==> config.mk <==
export PLATFORM = sky130hd
export DESIGN_NAME = keypad_event_ctrl_flat
export DESIGN_NICKNAME = d
export VERILOG_FILES = /design/src/rtl/keypad_event_ctrl_if.sv /design/src/rtl/keypad_event_ctrl.sv /design/src/flat_wrapper.sv
export SDC_FILE = /design/constraint.sdc
export NUM_CORES = 1
export LEC_CHECK = 0
export CAP_MARGIN = 10
export CORE_MARGIN = 3
export CORE_UTILIZATION = 60
export CTS_BUF_LIST = sky130_fd_sc_hd__clkbuf_4
export DETAILED_ROUTE_END_ITERATION = 16
export GPL_ROUTABILITY_DRIVEN = 0
export GPL_TIMING_DRIVEN = 1
export HOLD_SLACK_MARGIN = 0.1
export PLACE_DENSITY = 0.87
export SYNTH_ARGS = -nofsm -noshare
export SYNTH_HDL_FRONTEND = slang
export SYNTH_SLANG_ARGS = --single-unit
==> constraint.sdc <==
create_clock -name clock -period 5 [get_ports clock]
set_input_delay 1 -clock clock [delete_from_list [all_inputs] [get_ports clock]]
set_output_delay 1 -clock clock [all_outputs]
set_load 0.005 [all_outputs]
==> src/rtl/keypad_event_ctrl_if.sv <==
// keypad_event_ctrl_if: bundles the keypad rows, scanner handshake and key-event stream.
// Latency: none (wires only).
// Backpressure: key_valid/key_ready on the event side; master = controller, slave = environment.
interface keypad_event_ctrl_if;
  logic [3:0] Row_raw;
  logic [3:0] Row;
  logic       S_Row;
  logic [3:0] Code_in;
  logic       Valid_in;
  logic [3:0] key_code;
  logic       key_valid;
  logic       key_ready;
  logic       overflow;
  logic       clear_ovf;

  modport master (
    input  Row_raw, Code_in, Valid_in, key_ready, clear_ovf,
    output Row, S_Row, key_code, key_valid, overflow
  );

  modport slave (
    output Row_raw, Code_in, Valid_in, key_ready, clear_ovf,
    input  Row, S_Row, key_code, key_valid, overflow
  );
endinterface

==> src/rtl/keypad_event_ctrl.sv <==
// keypad_event_ctrl: syncs/debounces keypad rows, strobes the scanner, queues one code per press.
// Latency: rows 2 cycles; a pushed code shows on key_valid/key_code the cycle after the push.
// Backpressure: FWFT FIFO popped on key_valid&&key_ready; push into a full FIFO without a pop is dropped and sets sticky overflow.
// Optional auto-repeat while a key stays held: define KEY_REPEAT_EN.
module keypad_event_ctrl #(
  parameter int DEBOUNCE_CYCLES = 16,
  parameter int SCAN_TIMEOUT    = 8,
  parameter int FIFO_DEPTH      = 4,
  parameter int REPEAT_DELAY    = 200,
  parameter int REPEAT_PERIOD   = 50
) (
  input  logic                clock,
  input  logic                reset,
  keypad_event_ctrl_if.master kp
);

  localparam int AW      = $clog2(FIFO_DEPTH);
  localparam int PW      = AW + 1;
  localparam int CNT_MAX = (DEBOUNCE_CYCLES > SCAN_TIMEOUT) ? DEBOUNCE_CYCLES : SCAN_TIMEOUT;
  localparam int CNT_W   = $clog2(CNT_MAX + 1);

  typedef enum logic [1:0] {IDLE, DEBOUNCE, CAPTURE, HELD} state_t;

  state_t           state;
  logic [3:0]       row_s1;
  logic [3:0]       row_q;
  logic [3:0]       row_ref;
  logic [CNT_W-1:0] cnt;
  logic             s_row_q;

  logic [3:0]       mem [FIFO_DEPTH];
  logic [PW-1:0]    wr_ptr;
  logic [PW-1:0]    rd_ptr;
  logic [3:0]       key_code_q;
  logic             ovf_q;

  logic             fifo_empty;
  logic             fifo_full;
  logic             cap_push;
  logic             rep_push;
  logic             push_req;
  logic [3:0]       push_dat;
  logic             pop;
  logic             push_ok;
  logic             ovf_set;
  logic [PW-1:0]    rd_next;
  logic [PW-1:0]    wr_next;
  logic [3:0]       head_next;

  assign fifo_empty = (wr_ptr == rd_ptr);
  assign fifo_full  = (wr_ptr[AW] != rd_ptr[AW]) && (wr_ptr[AW-1:0] == rd_ptr[AW-1:0]);
  assign cap_push   = (state == CAPTURE) && kp.Valid_in;

`ifdef KEY_REPEAT_EN
  localparam int REP_MAX = (REPEAT_DELAY > REPEAT_PERIOD) ? REPEAT_DELAY : REPEAT_PERIOD;
  localparam int REP_W   = $clog2(REP_MAX + 1);

  logic [REP_W-1:0] rep_cnt;
  logic             rep_first;
  logic [3:0]       held_code;
  logic [REP_W-1:0] rep_target;

  assign rep_target = rep_first ? REP_W'(REPEAT_DELAY - 1) : REP_W'(REPEAT_PERIOD - 1);
  assign rep_push   = (state == HELD) && (row_q != 4'd0) && (rep_cnt == rep_target);
  assign push_dat   = cap_push ? kp.Code_in : held_code;

  // Repeat timer: restarts whenever HELD is (re)entered, advances only while the key is down.
  always_ff @(posedge clock or posedge reset) begin
    if (reset) begin
      rep_cnt   <= '0;
      rep_first <= 1'b1;
      held_code <= 4'd0;
    end else begin
      if (cap_push) held_code <= kp.Code_in;
      if (state != HELD) begin
        rep_cnt   <= '0;
        rep_first <= 1'b1;
      end else if (row_q != 4'd0) begin
        if (rep_push) begin
          rep_cnt   <= '0;
          rep_first <= 1'b0;
        end else begin
          rep_cnt <= rep_cnt + 1'b1;
        end
      end
    end
  end
`else
  assign rep_push = 1'b0;
  assign push_dat = kp.Code_in;
`endif

  assign push_req = cap_push | rep_push;
  assign pop      = !fifo_empty && kp.key_ready;
  // A full FIFO still takes the push when the head leaves in the same cycle.
  assign push_ok  = push_req && (!fifo_full || pop);
  assign ovf_set  = push_req && fifo_full && !pop;
  assign rd_next  = rd_ptr + {{AW{1'b0}}, pop};
  assign wr_next  = wr_ptr + {{AW{1'b0}}, push_ok};
  // New head is the incoming code only when it lands in the slot the read pointer moves to.
  assign head_next = (push_ok && (wr_ptr[AW-1:0] == rd_next[AW-1:0])) ? push_dat
                                                                       : mem[rd_next[AW-1:0]];

  // Two-flop synchroniser for the raw row lines.
  always_ff @(posedge clock or posedge reset) begin
    if (reset) begin
      row_s1 <= 4'd0;
      row_q  <= 4'd0;
    end else begin
      row_s1 <= kp.Row_raw;
      row_q  <= row_s1;
    end
  end

  // Press/scan/release sequencer; S_Row is registered and high exactly while in CAPTURE.
  always_ff @(posedge clock or posedge reset) begin
    if (reset) begin
      state   <= IDLE;
      row_ref <= 4'd0;
      cnt     <= '0;
      s_row_q <= 1'b0;
    end else begin
      case (state)
        IDLE: begin
          if (row_q != 4'd0) begin
            row_ref <= row_q;
            cnt     <= '0;
            state   <= DEBOUNCE;
          end
        end
        DEBOUNCE: begin
          if ((row_q != row_ref) || (row_q == 4'd0)) begin
            state <= IDLE;
          end else if (cnt == CNT_W'(DEBOUNCE_CYCLES - 1)) begin
            cnt     <= '0;
            state   <= CAPTURE;
            s_row_q <= 1'b1;
          end else begin
            cnt <= cnt + 1'b1;
          end
        end
        CAPTURE: begin
          if (kp.Valid_in) begin
            cnt     <= '0;
            state   <= HELD;
            s_row_q <= 1'b0;
          end else if (cnt == CNT_W'(SCAN_TIMEOUT - 1)) begin
            cnt     <= '0;
            state   <= IDLE;
            s_row_q <= 1'b0;
          end else begin
            cnt <= cnt + 1'b1;
          end
        end
        HELD: begin
          if (row_q == 4'd0) begin
            if (cnt == CNT_W'(DEBOUNCE_CYCLES - 1)) begin
              cnt   <= '0;
              state <= IDLE;
            end else begin
              cnt <= cnt + 1'b1;
            end
          end else begin
            cnt <= '0;
          end
        end
        default: state <= IDLE;
      endcase
    end
  end

  // Event storage; contents are don't-care while the pointers say empty.
  always_ff @(posedge clock) begin
    if (push_ok) mem[wr_ptr[AW-1:0]] <= push_dat;
  end

  // FIFO pointers, registered head (holds when empty) and sticky overflow (set beats clear).
  always_ff @(posedge clock or posedge reset) begin
    if (reset) begin
      wr_ptr     <= '0;
      rd_ptr     <= '0;
      key_code_q <= 4'd0;
      ovf_q      <= 1'b0;
    end else begin
      wr_ptr <= wr_next;
      rd_ptr <= rd_next;
      if (wr_next != rd_next) key_code_q <= head_next;
      if (ovf_set)           ovf_q <= 1'b1;
      else if (kp.clear_ovf) ovf_q <= 1'b0;
    end
  end

  assign kp.Row       = row_q;
  assign kp.S_Row     = s_row_q;
  assign kp.key_code  = key_code_q;
  assign kp.key_valid = !fifo_empty;
  assign kp.overflow  = ovf_q;

endmodule

==> src/flat_wrapper.sv <==
// flat-port wrapper written by rule: the top's interface ports become plain ports
module keypad_event_ctrl_flat 
#(
  parameter int DEBOUNCE_CYCLES = 16,
  parameter int SCAN_TIMEOUT    = 8,
  parameter int FIFO_DEPTH      = 4,
  parameter int REPEAT_DELAY    = 200,
  parameter int REPEAT_PERIOD   = 50
)
  (clock, reset, kp_Row_raw, kp_Code_in, kp_Valid_in, kp_key_ready, kp_clear_ovf, kp_Row, kp_S_Row, kp_key_code, kp_key_valid, kp_overflow);
  keypad_event_ctrl_if kp_i ();
  input  logic clock;
  input  logic reset;
  input wire logic [$bits(kp_i.Row_raw)-1:0] kp_Row_raw;
  input wire logic [$bits(kp_i.Code_in)-1:0] kp_Code_in;
  input wire logic [$bits(kp_i.Valid_in)-1:0] kp_Valid_in;
  input wire logic [$bits(kp_i.key_ready)-1:0] kp_key_ready;
  input wire logic [$bits(kp_i.clear_ovf)-1:0] kp_clear_ovf;
  output wire logic [$bits(kp_i.Row)-1:0] kp_Row;
  output wire logic [$bits(kp_i.S_Row)-1:0] kp_S_Row;
  output wire logic [$bits(kp_i.key_code)-1:0] kp_key_code;
  output wire logic [$bits(kp_i.key_valid)-1:0] kp_key_valid;
  output wire logic [$bits(kp_i.overflow)-1:0] kp_overflow;
  assign kp_i.Row_raw = kp_Row_raw;
  assign kp_i.Code_in = kp_Code_in;
  assign kp_i.Valid_in = kp_Valid_in;
  assign kp_i.key_ready = kp_key_ready;
  assign kp_i.clear_ovf = kp_clear_ovf;
  assign kp_Row = kp_i.Row;
  assign kp_S_Row = kp_i.S_Row;
  assign kp_key_code = kp_i.key_code;
  assign kp_key_valid = kp_i.key_valid;
  assign kp_overflow = kp_i.overflow;
  keypad_event_ctrl #(.DEBOUNCE_CYCLES(DEBOUNCE_CYCLES), .SCAN_TIMEOUT(SCAN_TIMEOUT), .FIFO_DEPTH(FIFO_DEPTH), .REPEAT_DELAY(REPEAT_DELAY), .REPEAT_PERIOD(REPEAT_PERIOD)) u_core (.clock(clock), .reset(reset), .kp(kp_i));
endmodule
# Word level (Yosys, flattened, before mapping)
# Memories as Yosys holds them, arrays and structs flattened. A register that Yosys moved wholly into a read port is not among the register bits.
# Index checks and enable logic that the tools add are counted.
# Widths: inputs -> output; s select.
[totals]
reg_bits = 27
mem_bits_rw = 16
inputBits = 13
output_inout_bits = 11
word_cells = 74
mem_count = 1
[memory_table]
columns = ["name", "depth", "width", "read_ports", "rd_clocked_by_memory_dff", "wr", "line_no", "text"]
rows = [
  ["u_core.mem", 4, 4, 1, 1, 1, "keypad_event_ctrl.sv:31", "logic [3:0] mem [FIFO_DEPTH];"],
]
[classes]
addsub = 3
n_eq_ne = 17
mux = 24
n_reduce_logical = 20
[op_table]
columns = ["op", "n"]
rows = [
  ["$mux 5", 6],
  ["$pmux 5 s4", 1],
  ["$mux 2", 7],
  ["$mux 1", 8],
  ["$ne 2x1->1 const B", 4],
  ["$pmux 2 s4", 1],
  ["$add 3x1->3", 2],
  ["$logic_and 1x1->1", 6],
  ["$add 5x1->5 const B", 1],
  ["$eq 5x3->1 const B", 1],
  ["$eq 5x4->1 const B", 1],
  ["$reduce_and 5->1", 1],
  ["$eq 2x2->1 const B", 2],
  ["$logic_not 4->1", 1],
  ["$ne 4x4->1", 1],
  ["$reduce_and 2->1", 2],
  ["$reduce_and 4->1", 1],
  ["$reduce_bool 2->1", 2],
  ["$reduce_bool 4->1", 1],
  ["$eq 3x3->1", 1],
  ["$logic_not 1->1", 3],
  ["$ne 3x1->1 const B", 1],
  ["$ne 3x3->1", 1],
  ["$ne 3x3->1 const B", 1],
  ["other kinds (7)", 8],
]

# Longest topological paths before layout
[logic_depth]
word_depth = 7
mapped_depth = 11
depth_no_buf = 10

# Worst setup path before layout
# No wires, ideal clock.
[synth_path]
kind = "input to register"
startpoint = "input kp_key_ready"
endpoint = "register u_core.key_code_q[0], in the netlist u_core.kp.key_code[0] (read register of u_core.mem)"
setup_time_ns = 0.124
arrival_time_ns = 2.586
required_time_ns = 4.876
path_slack_ns = 2.290
path_stages = 10
n_path_buf = 1
path_cell_list = "inv_1 -> a31oi_1 -> and2_1 -> ha_1 -> clkbuf_1 -> xnor2_1 -> o21ai_0 -> or3_1 -> o21ai_1 -> a21oi_1"
[synth_between]
word_cells_on_any_way = 6
classes_between = "add/sub: 2; eq/ne: 1; reduce/logical: 3"
[synth_lines]
columns = ["item", "line_no", "text"]
rows = [
  ["start, declared", "flat_wrapper.sv:17", "input wire logic [$bits(kp_i.key_ready)-1:0] kp_key_ready;"],
  ["$logic_and 1x1->1 *", "keypad_event_ctrl.sv:94", "assign pop = !fifo_empty && kp.key_ready;"],
  ["$add 3x1->3 *", "keypad_event_ctrl.sv:98", "assign rd_next = rd_ptr + {{AW{1'b0}}, pop};"],
  ["via u_core.rd_next[1]", "keypad_event_ctrl.sv:46", "logic [PW-1:0] rd_next;"],
  ["$ne 3x3->1", "keypad_event_ctrl.sv:187", "if (wr_next != rd_next) key_code_q <= head_next;"],
  ["end, declared", "keypad_event_ctrl.sv:34", "logic [3:0] key_code_q;"],
]
# The timed path passes the listed nets; every way through them passes the cells marked *.
# A chain may end at the register's enable or synchronous reset.

# Worst setup path after layout
# Same ends and word-level chain as after synthesis.

==> flow_summary.ini <==
[sta]
rsz0062_at_grt = false
drv_slew = 0
finalCritPeriodShare_pct = 66.1
final.setup.tns_ps = 0
finalSetupViolations = 0
slew_headroom_pct = 55.0
period_minus_slack_ps = 3310
fmax_mhz = 302
clock_skew_ps = 3.17
worst_pin_slew_ps = 671
setup_ws_ps = 1690
fin_hold_ws_ps = 362
hold_violations = 0

[worst_setup_path]
cpPeakStageDelay_ps = 610
crit_path_max_fanout = 19
r2r_cells = 9
path_delay_family = buffers and inverters
crit_type = in2reg
cp.required_ps = 5250
worstPathArrival_ps = 3560
cp_cell_sequence = clkdlybuf4s50_1, inv_1, a31oi_1, and2_1, ha_1, xnor2_1, o21ai_0, or3_1, o21ai_1, a21oi_1
worstSetupStartpointType = input pin
cp_num_cells = 10
cp_num_buf_inv = 2
worstSetupEndpointType = flop
critPathSlowestCell = clkdlybuf4s50_1

[finish]
design_area_mm2 = 0.00268
final_util_pct = 72.1
nNetsFinal = 245
num_antenna_cells = 0
areaGrowthSynthToFinish_pct = 14.7
fillers = 265
drive_gt1_share_pct = 8.81

[die]
row_count = 22
io_pins = 24
die_y_um = 68.4
dieArea_mm2 = 0.00468
start_util_pct = 62.9
core_mm2 = 0.00372
die_width_um = 68.4

[power]
vdd_drop_max_mv = 0.228
p_leak_nw = 1.11
p_per_area_mw_per_mm2 = 441

[synth]
synth_area_mm2 = 0.00234
synth_cell_type_count = 47
synth.avg_cell_area_um2 = 11.6
synth_flop_cell = dfrtp_1
yosys-top-cells-area = dfrtp_1, edfxtp_1, nand2_1
synth_async_sr_flop_share_pct = 66.0
ys_ff_latch = 47
yosysSeqAreaShare_pct = 53.8
synth_cells = 202
synth_warnings = 0
synth_most_common_cell = dfrtp_1
synth_area_leader_cell = dfrtp_1
synth_edf_count = 16
synthTopCellsByCount = dfrtp_1, nand2_1, edfxtp_1
synth_top_area_share_pct = 33.2
synthesis.nets = 221

[clocking]
cts_setup_buffers = 0
clk_pin_slew_ps = 120
cts-resized-gates = 0
clk_latency_ps = 350
cts_hold_buf = 0
cts.path.max_buffers = 2
cts_num_sinks = 47
cts-root-buf = clkbuf_4
htreeDepth = 2
cts_buffers = 5
cts_tree = done

[detailed_routing]
route.detailed.drc = 0
ant_nets = 0
via_count = 1611
wire_per_inst_um = 15.8
first_iter_violations = 153
routed_wl_um = 4350
via_per_inst = 5.86
drtPass1Iterations = 5

[status]
status = complete, no violations

[global_routing]
grt_pass1_wl_um = 7180
grt-ovfl-total = 0
grt_pass1_vias = 1509
grt_max_degree = 32
antenna_found_initial = 0
grt_usage_pct = 21.5

[placed_design]
place_ws_ps = 1350
dpl_cell_area_mm2 = 0.00260
hpwl_um = 3190
portBuffers = 23

[worst_hold_path]
min_path_cells = 0
hold_path_class = reg2reg

[job]
cap_viol_max_count = 0
## cell type report
class | count | area (um^2) | area share [%]
Timing Repair Buffer | 24 | 238 | 8.87
Clock buffer | 7 | 52.6 | 1.96
Tap cell | 48 | 60.1 | 2.24
Clock inverter | 1 | 30.0 | 1.12
Multi-Input combinational cell | 136 | 997 | 37.2
Sequential cell | 47 | 1260 | 46.9
Inverter | 12 | 45.0 | 1.68
## registers in the layout, indices dropped and copies added (netlist names)
register	cells
u_core.kp.S_Row	1
u_core.mem	16
u_core.kp.Row	4
u_core.rd_ptr	3
u_core.cnt	5
u_core.state	2
u_core.kp.key_code	4
u_core.kp.overflow	1
u_core.row_ref	4
u_core.row_s1	4
u_core.wr_ptr	3
## cell families after synthesis
group | Yosys count | synth area share (%)
buffers and inverters | 19 | 3.53
AO/OA/AOI/OAI | 52 | 16.9
adder cells (fa/ha/maj) | 6 | 3.21
flip-flops | 47 | 53.8
XOR/XNOR | 16 | 7.82
AND/OR/NAND/NOR | 62 | 14.7
## power by group
part / switching [mW] / total, mW / leakage (nW) / internal (mW)
Combinational: 0.248 / 0.471 / 0.526 / 0.223
Clock: 0.110 / 0.227 / 0.0463 / 0.117
Sequential: 0.0454 / 0.482 / 0.534 / 0.437
## routing by layer
layer	GRT usage (%)	routed length [um]	vias up
li1	-	-	784
met1	28.7	2010	775
met2	32.1	2070	39
met3	5.58	138	13
met4	11.4	137	0
met5	0	0	-
## through the flow
stage,power (mW),std cells
2_1_floorplan,0.832,202
3_3_place_gp,0.942,267
3_5_place_dp,0.955,267
4_1_cts,1.19,275
5_1_grt,1.27,275
6_report,1.18,275
## final timing paths
check                                 startpoint                    end  slack (ps)
worst min register to register  u_core.row_s1[1]       u_core.kp.Row[1]         360
worst max register to register  u_core.rd_ptr[2]  u_core.kp.key_code[0]        2110
worst min-delay path            u_core.row_s1[1]       u_core.kp.Row[1]         360
max in group asynchronous                  reset       u_core.kp.Row[3]        3700
min in group asynchronous                  reset     u_core.kp.overflow        1020
worst max-delay path                kp_key_ready  u_core.kp.key_code[0]        1690
## layout by cell type, fill, tap and decap left out, types with 2 or more instances in the layout
master	count
a22o_1	3
edfxtp_1	16
a211oi_1	5
xnor2_2	2
and3_1	2
dfrtp_1	31
nand2b_1	10
a31oi_1	5
nand3_1	4
clkdlybuf4s50_1	23
clkbuf_4	7
ha_1	6
a22oi_1	8
o21ai_0	6
nor3_1	6
xnor3_1	2
xnor2_1	4
nand2_1	22
nor2_1	5
inv_1	11
o21ai_1	6
xor2_1	8
and2_1	3
a21oi_1	8
(Power assumes the default switching activity.)
